`config.mk`:
```
export PLATFORM = sky130hd
export DESIGN_NAME = fwd_hazard_unit
export DESIGN_NICKNAME = d
export VERILOG_FILES = /design/src/rtl/fwd_hazard_unit_pkg.sv /design/src/rtl/fwd_hazard_unit_match.sv /design/src/rtl/fwd_hazard_unit.sv
export SDC_FILE = /design/constraint.sdc
export NUM_CORES = 1
export LEC_CHECK = 0
export ABC_AREA = 1
export ABC_CLOCK_PERIOD_IN_PS = 3600
export CAP_MARGIN = 20
export CORE_MARGIN = 10
export CORE_UTILIZATION = 45
export CTS_CLUSTER_SIZE = 30
export DETAILED_ROUTE_END_ITERATION = 6
export DONT_BUFFER_PORTS = 1
export PLACE_DENSITY = 0.68
export SYNTH_ARGS = -nofsm -noshare
export SYNTH_HDL_FRONTEND = slang
export SYNTH_SLANG_ARGS = --single-unit
```
`constraint.sdc`:
```
create_clock -name clk -period 3.6 [get_ports clk]
set_input_delay 0.9 -clock clk [delete_from_list [all_inputs] [get_ports clk]]
set_output_delay 0.9 -clock clk [all_outputs]
set_load 0.01 [all_outputs]
```
`src/rtl/fwd_hazard_unit_pkg.sv`:
```
// Shared definitions for the EX-stage forwarding / load-use hazard unit.
// Forwarding-mux select codes, register index width and per-stage destination info.
package fwd_hazard_unit_pkg;

    localparam int REG_AW = 5;

    localparam logic [1:0] FWD_RF  = 2'd0;
    localparam logic [1:0] FWD_MEM = 2'd1;
    localparam logic [1:0] FWD_WB  = 2'd2;

    typedef struct packed {
        logic              valid;
        logic [REG_AW-1:0] rd;
        logic              wr;
    } dst_info_t;

    // x0 is hard-wired zero, so a write to it never produces a hazard.
    function automatic logic stage_writes(input dst_info_t dst, input logic [REG_AW-1:0] r);
        return dst.valid && dst.wr && (dst.rd == r) && (r != '0);
    endfunction

endpackage

```
`src/rtl/fwd_hazard_unit_match.sv`:
```
// fwd_match: combinational "stage writes register r" comparator, one per stage/source pair.
module fwd_match
    import fwd_hazard_unit_pkg::*;
(
    input  dst_info_t         dst,
    input  logic [REG_AW-1:0] r,
    output logic              hit
);

    assign hit = stage_writes(dst, r);

endmodule

```
`src/rtl/fwd_hazard_unit.sv`:
```
// Forwarding-select and load-use stall generator with an internal EX/MEM/WB shadow pipeline.
// Optional feature macro: FORWARDING_EN (undefined: no forwarding, stall until the writer retires).
module fwd_hazard_unit #(
    parameter int REG_AW = fwd_hazard_unit_pkg::REG_AW
) (
    input  logic              clk,
    input  logic              reset,
    input  logic              id_valid,
    input  logic [REG_AW-1:0] id_rs1,
    input  logic [REG_AW-1:0] id_rs2,
    input  logic              id_use_rs1,
    input  logic              id_use_rs2,
    input  logic [REG_AW-1:0] id_rd,
    input  logic              id_reg_write,
    input  logic              id_mem_read,
    input  logic              flush,
    output logic [1:0]        fwd_a_sel,
    output logic [1:0]        fwd_b_sel,
    output logic              stall
);

    import fwd_hazard_unit_pkg::*;

    logic [1:0][REG_AW-1:0] id_src;
    logic [1:0]             id_use;

    assign id_src = {id_rs2, id_rs1};
    assign id_use = {id_use_rs2, id_use_rs1};

    dst_info_t ex_dst_reg;
    dst_info_t mem_dst_reg;
    dst_info_t wb_dst_reg;

`ifdef FORWARDING_EN
    logic [1:0][REG_AW-1:0] ex_src_reg;
    logic [1:0]             ex_use_reg;
    logic                   ex_mrd_reg;
`endif

    always_ff @(posedge clk) begin
        if (reset) begin
            ex_dst_reg  <= '0;
            mem_dst_reg <= '0;
            wb_dst_reg  <= '0;
`ifdef FORWARDING_EN
            ex_src_reg  <= '0;
            ex_use_reg  <= '0;
            ex_mrd_reg  <= 1'b0;
`endif
        end else begin
            wb_dst_reg       <= mem_dst_reg;
            mem_dst_reg      <= ex_dst_reg;
            // A stalled or flushed ID instruction must not reach EX: insert a bubble.
            ex_dst_reg.valid <= id_valid && !stall && !flush;
            ex_dst_reg.rd    <= id_rd;
            ex_dst_reg.wr    <= id_reg_write;
`ifdef FORWARDING_EN
            ex_src_reg       <= id_src;
            ex_use_reg       <= id_use;
            ex_mrd_reg       <= id_mem_read;
`endif
        end
    end

`ifdef FORWARDING_EN
    dst_info_t        fwd_dst [2];
    logic [3:0]       ex_hit;
    logic [1:0][1:0]  sel;
    dst_info_t        load_dst;
    logic [1:0]       load_hit;

    assign fwd_dst[0] = mem_dst_reg;
    assign fwd_dst[1] = wb_dst_reg;

    // ex_hit[2*stage + source], stage 0 = MEM, 1 = WB.
    for (genvar gi = 0; gi < 2; gi++) begin : g_fwd_stage
        for (genvar gj = 0; gj < 2; gj++) begin : g_fwd_src
            fwd_match u_match (
                .dst (fwd_dst[gi]),
                .r   (ex_src_reg[gj]),
                .hit (ex_hit[2*gi+gj])
            );
        end
    end

    for (genvar gj = 0; gj < 2; gj++) begin : g_sel
        always_comb begin
            sel[gj] = FWD_RF;
            if (ex_dst_reg.valid && ex_use_reg[gj]) begin
                if (ex_hit[gj])
                    sel[gj] = FWD_MEM;
                else if (ex_hit[2+gj])
                    sel[gj] = FWD_WB;
            end
        end
    end

    assign fwd_a_sel = sel[0];
    assign fwd_b_sel = sel[1];

    // Only a load in EX cannot be forwarded in time; its rd counts regardless of wr.
    assign load_dst.valid = ex_dst_reg.valid && ex_mrd_reg;
    assign load_dst.rd    = ex_dst_reg.rd;
    assign load_dst.wr    = 1'b1;

    for (genvar gj = 0; gj < 2; gj++) begin : g_load_use
        fwd_match u_match (
            .dst (load_dst),
            .r   (id_src[gj]),
            .hit (load_hit[gj])
        );
    end

    assign stall = id_valid && !flush && |(load_hit & id_use);
`else
    dst_info_t  stage_dst [3];
    logic [5:0] id_hit;
    logic [5:0] id_need;

    assign stage_dst[0] = ex_dst_reg;
    assign stage_dst[1] = mem_dst_reg;
    assign stage_dst[2] = wb_dst_reg;

    // Without forwarding every in-flight writer blocks a dependent reader until it retires.
    for (genvar gi = 0; gi < 3; gi++) begin : g_stage
        for (genvar gj = 0; gj < 2; gj++) begin : g_src
            fwd_match u_match (
                .dst (stage_dst[gi]),
                .r   (id_src[gj]),
                .hit (id_hit[2*gi+gj])
            );
            assign id_need[2*gi+gj] = id_hit[2*gi+gj] && id_use[gj];
        end
    end

    assign fwd_a_sel = FWD_RF;
    assign fwd_b_sel = FWD_RF;
    assign stall     = id_valid && !flush && |id_need;
`endif

endmodule

```
==> run_results.csv <==
group,metric,value,unit
outcome,status,"completed",
sta,report.final.setup_viol,0,
worst_setup_path,cp.arrival,1.73,ns
finish,insertedDiodeCount,0,
die,rows,18,
finish,drive_above_1_share,3.646,%
sta,rsz0062_at_grt,"no",
route,vias,1037,
sta,hold_violations,0,
worst_setup_path,r2r_end,"ex_dst_reg[6]",
worst_setup_path,required,2.70,ns
global_route,grt_pass1_wl,4374,um
placement,post-dp-hpwl,2157,um
die,dieArea,0.005020,mm2
yosys,synth_top_area_cell,"dfxtp_1",
worst_setup_path,endpoint_kind,"output pin",
clock_network,cts_sinks,21,
yosys,synth_top_area_share,36.13,%
die,die_w,70.85,um
die,core,0.002477,mm2
yosys,syn_inst,191,
global_route,grt_pass1_vias,1017,
clock_network,cts_hold_buf,0,
sta,slew_viol_final,0,
sta,fin_crit,2.628,ns
worst_setup_path,critPathKind,"in -> out",
pwr,pwr_density_cell,345.4,mW/mm2
finish,multi_input_area,570.5,um2
sta,skew,0.005710,ns
die,start_util,46.97,%
sta,fin_crit_sh,73.00,%
yosys,ys_ff_latch,21,
worst_setup_path,cp_slowest_cell,"nor2_2",
clock_network,cts_made_buffers,3,
worst_setup_path,startpoint_type,"input port",
clock_network,cts_resized,0,
clock_network,cts_root_buffer,"clkbuf_4",
yosys,ys.warnings.count,0,
worst_setup_path,critPathMaxFanout,4,
yosys,synth_area,0.001164,mm2
worst_hold_path,holdCritStartpoint,"ex_dst_reg[6]",
sta,tns,0,ns
route,ant_nets,0,
yosys,ys_types,16,
global_route,antenna_found_initial,0,
yosys,ys_seq_area_share,36.13,%
die,fp.dieH,70.85,um
job,cap_violations,0,
yosys,synthTopCellsByArea,"dfxtp_1 (36%), nand2_1 (15%), nor2_1 (13%), inv_1 (12%), xor2_1 (6.0%)",
worst_setup_path,cpPeakStageDelay,0.16,ns
clock_network,post_cts_buffers,0,
finish,seqCellArea,420.4,um2
finish,area_growth,3.333,%
route,drtIter0Drc,94,
worst_hold_path,whs_path_depth,2,
worst_setup_path,path_cells,"inv_1 > nand3_1 > nor2_2 > nor2_1 > nand3_1 > nand2_1 > nand2_1 > nand3_2 > nand2_1 > inv_1",
clock_network,path_clk_slew,0.12,ns
route,drc_errors,0,
finish,fin_nets,216,
sta,max_freq,380.5,MHz
placement,io_buffers,0,
route,vias_per_cell,4.671,
pwr,ir_drop,0.2487,mV
yosys,avgSynthCellArea,6.092,um2
worst_setup_path,r2r_cells,9,
die,pin_count,28,
worst_setup_path,r2r_start,"mem_dst_reg[5]",
worst_setup_path,r2r_slack,2.42,ns
pwr,p_leak,0.0006546,uW
placement,place.gp.congestion,0.9347,
global_route,gr-total-overflow,0,
global_route,grt_use_total,10.46,%
clock_network,cts.htree.levels,1,
clock_network,cts_buffer_depth,2,
route,wl_per_cell,11.55,um
worst_hold_path,hp-class,"reg -> reg",
pwr,total_power,415.3,uW
route,first_pass_iters,4,
clock_network,worstSkewPairLatency,0.31,ns
global_route,grt_max_degree,22,
worst_setup_path,cp_common_cell,"nand2_1",
finish,fill_cells,256,
clock_network,cts_tree,"built",
worst_hold_path,min_to,"mem_dst_reg[6]",
route,wirelength,2564,um
Yosys cell counts:
master	number
conb_1	1
o21ai_1	1
buf_4	4
o21ai_0	11
xnor2_1	2
nand3_1	12
a21oi_1	1
nor2_1	40
nand3_2	1
dfxtp_1	21
nor2_2	1
inv_1	38
inv_2	1
nand2_1	47
clkbuf_1	2
xor2_1	8
placed cells by master (no fill, tap or decap):
master    instances
nand2_1          47
dfxtp_1          21
nor2_2            1
o21ai_1           1
clkinv_2          1
clkbuf_4          3
inv_2             1
nand3_2           1
conb_1            4
o21ai_0          11
inv_1            38
nand3_1          12
xor2_1            8
a21oi_1           1
xnor2_1           2
nor2_1           40
report_power, final:
| group | total (uW) | switching (uW) | internal (uW) | leakage (uW) |
|---|---|---|---|---|
| logic | 52.7 | 31.7 | 21.1 | 0.000464 |
| clock network | 115 | 73.9 | 41.5 | 0.0000177 |
| registers | 247 | 5.86 | 241 | 0.000173 |
routing by layer:
layer / up-vias / part of all wire [%] / track usage (%)
met5: - / 0 / 0
met4: 0 / 1.4 / 3.871
met3: 4 / 14 / 4.603
met2: 38 / 40 / 15.23
met1: 442 / 44 / 13.24
li1: 553 / - / -
per-stage QoR:
| stage | hold WS [ns] | worst slack [ns] | cells | instance area [um2] | utilization [%] |
|---|---|---|---|---|---|
| 5_1_grt | 0.4567 | 0.8529 | 222 | 1202 | 48.54 |
| 3_5_place_dp | 0.4105 | 0.9860 | 218 | 1175 | 47.42 |
| 3_3_place_gp | 0.4049 | 0.9912 | 218 | 1175 | 47.42 |
| 6_report | 0.4293 | 0.9722 | 222 | 1202 | 48.54 |
| 4_1_cts | 0.4310 | 0.9822 | 222 | 1202 | 48.54 |
| 2_1_floorplan | 0.4031 | 1.134 | 194 | 1175 | - |
critical path: cells and delay by family:
family        cells  cell delay (ns)
buf+inv           2             0.17
simple gates      8             0.66
worst max path at each step:
stage,start,end,depth (start not counted)
2_1_floorplan,id_rs2[4],stall,10
3_3_place_gp,id_rs2[4],stall,10
3_5_place_dp,id_rs2[4],stall,10
4_1_cts,id_rs2[4],stall,10
5_1_grt,id_rs2[4],stall,10
6_report,id_rs2[4],stall,10
cell families (layout without fill, tap and decap cells):
logic type             after synthesis  in the layout  share of synthesized area (%)
AO/OA/AOI/OAI                       13             13                          5.590
XOR/XNOR                            10             10                          7.527
buffers and inverters               45             43                          15.81
flip-flops                          21             21                          36.13
other                                1              4                         0.3223
AND/OR/NAND/NOR                    101            101                          34.62
area by class of cell:
cell class,instances,share of cell area [%]
clock buffer,3,1.873
clock inverter,1,0.4162
inverter,39,12.17
multi-input combinational,128,47.45
sequential,21,34.96
tap,30,3.122
(Power assumes the default switching activity.)
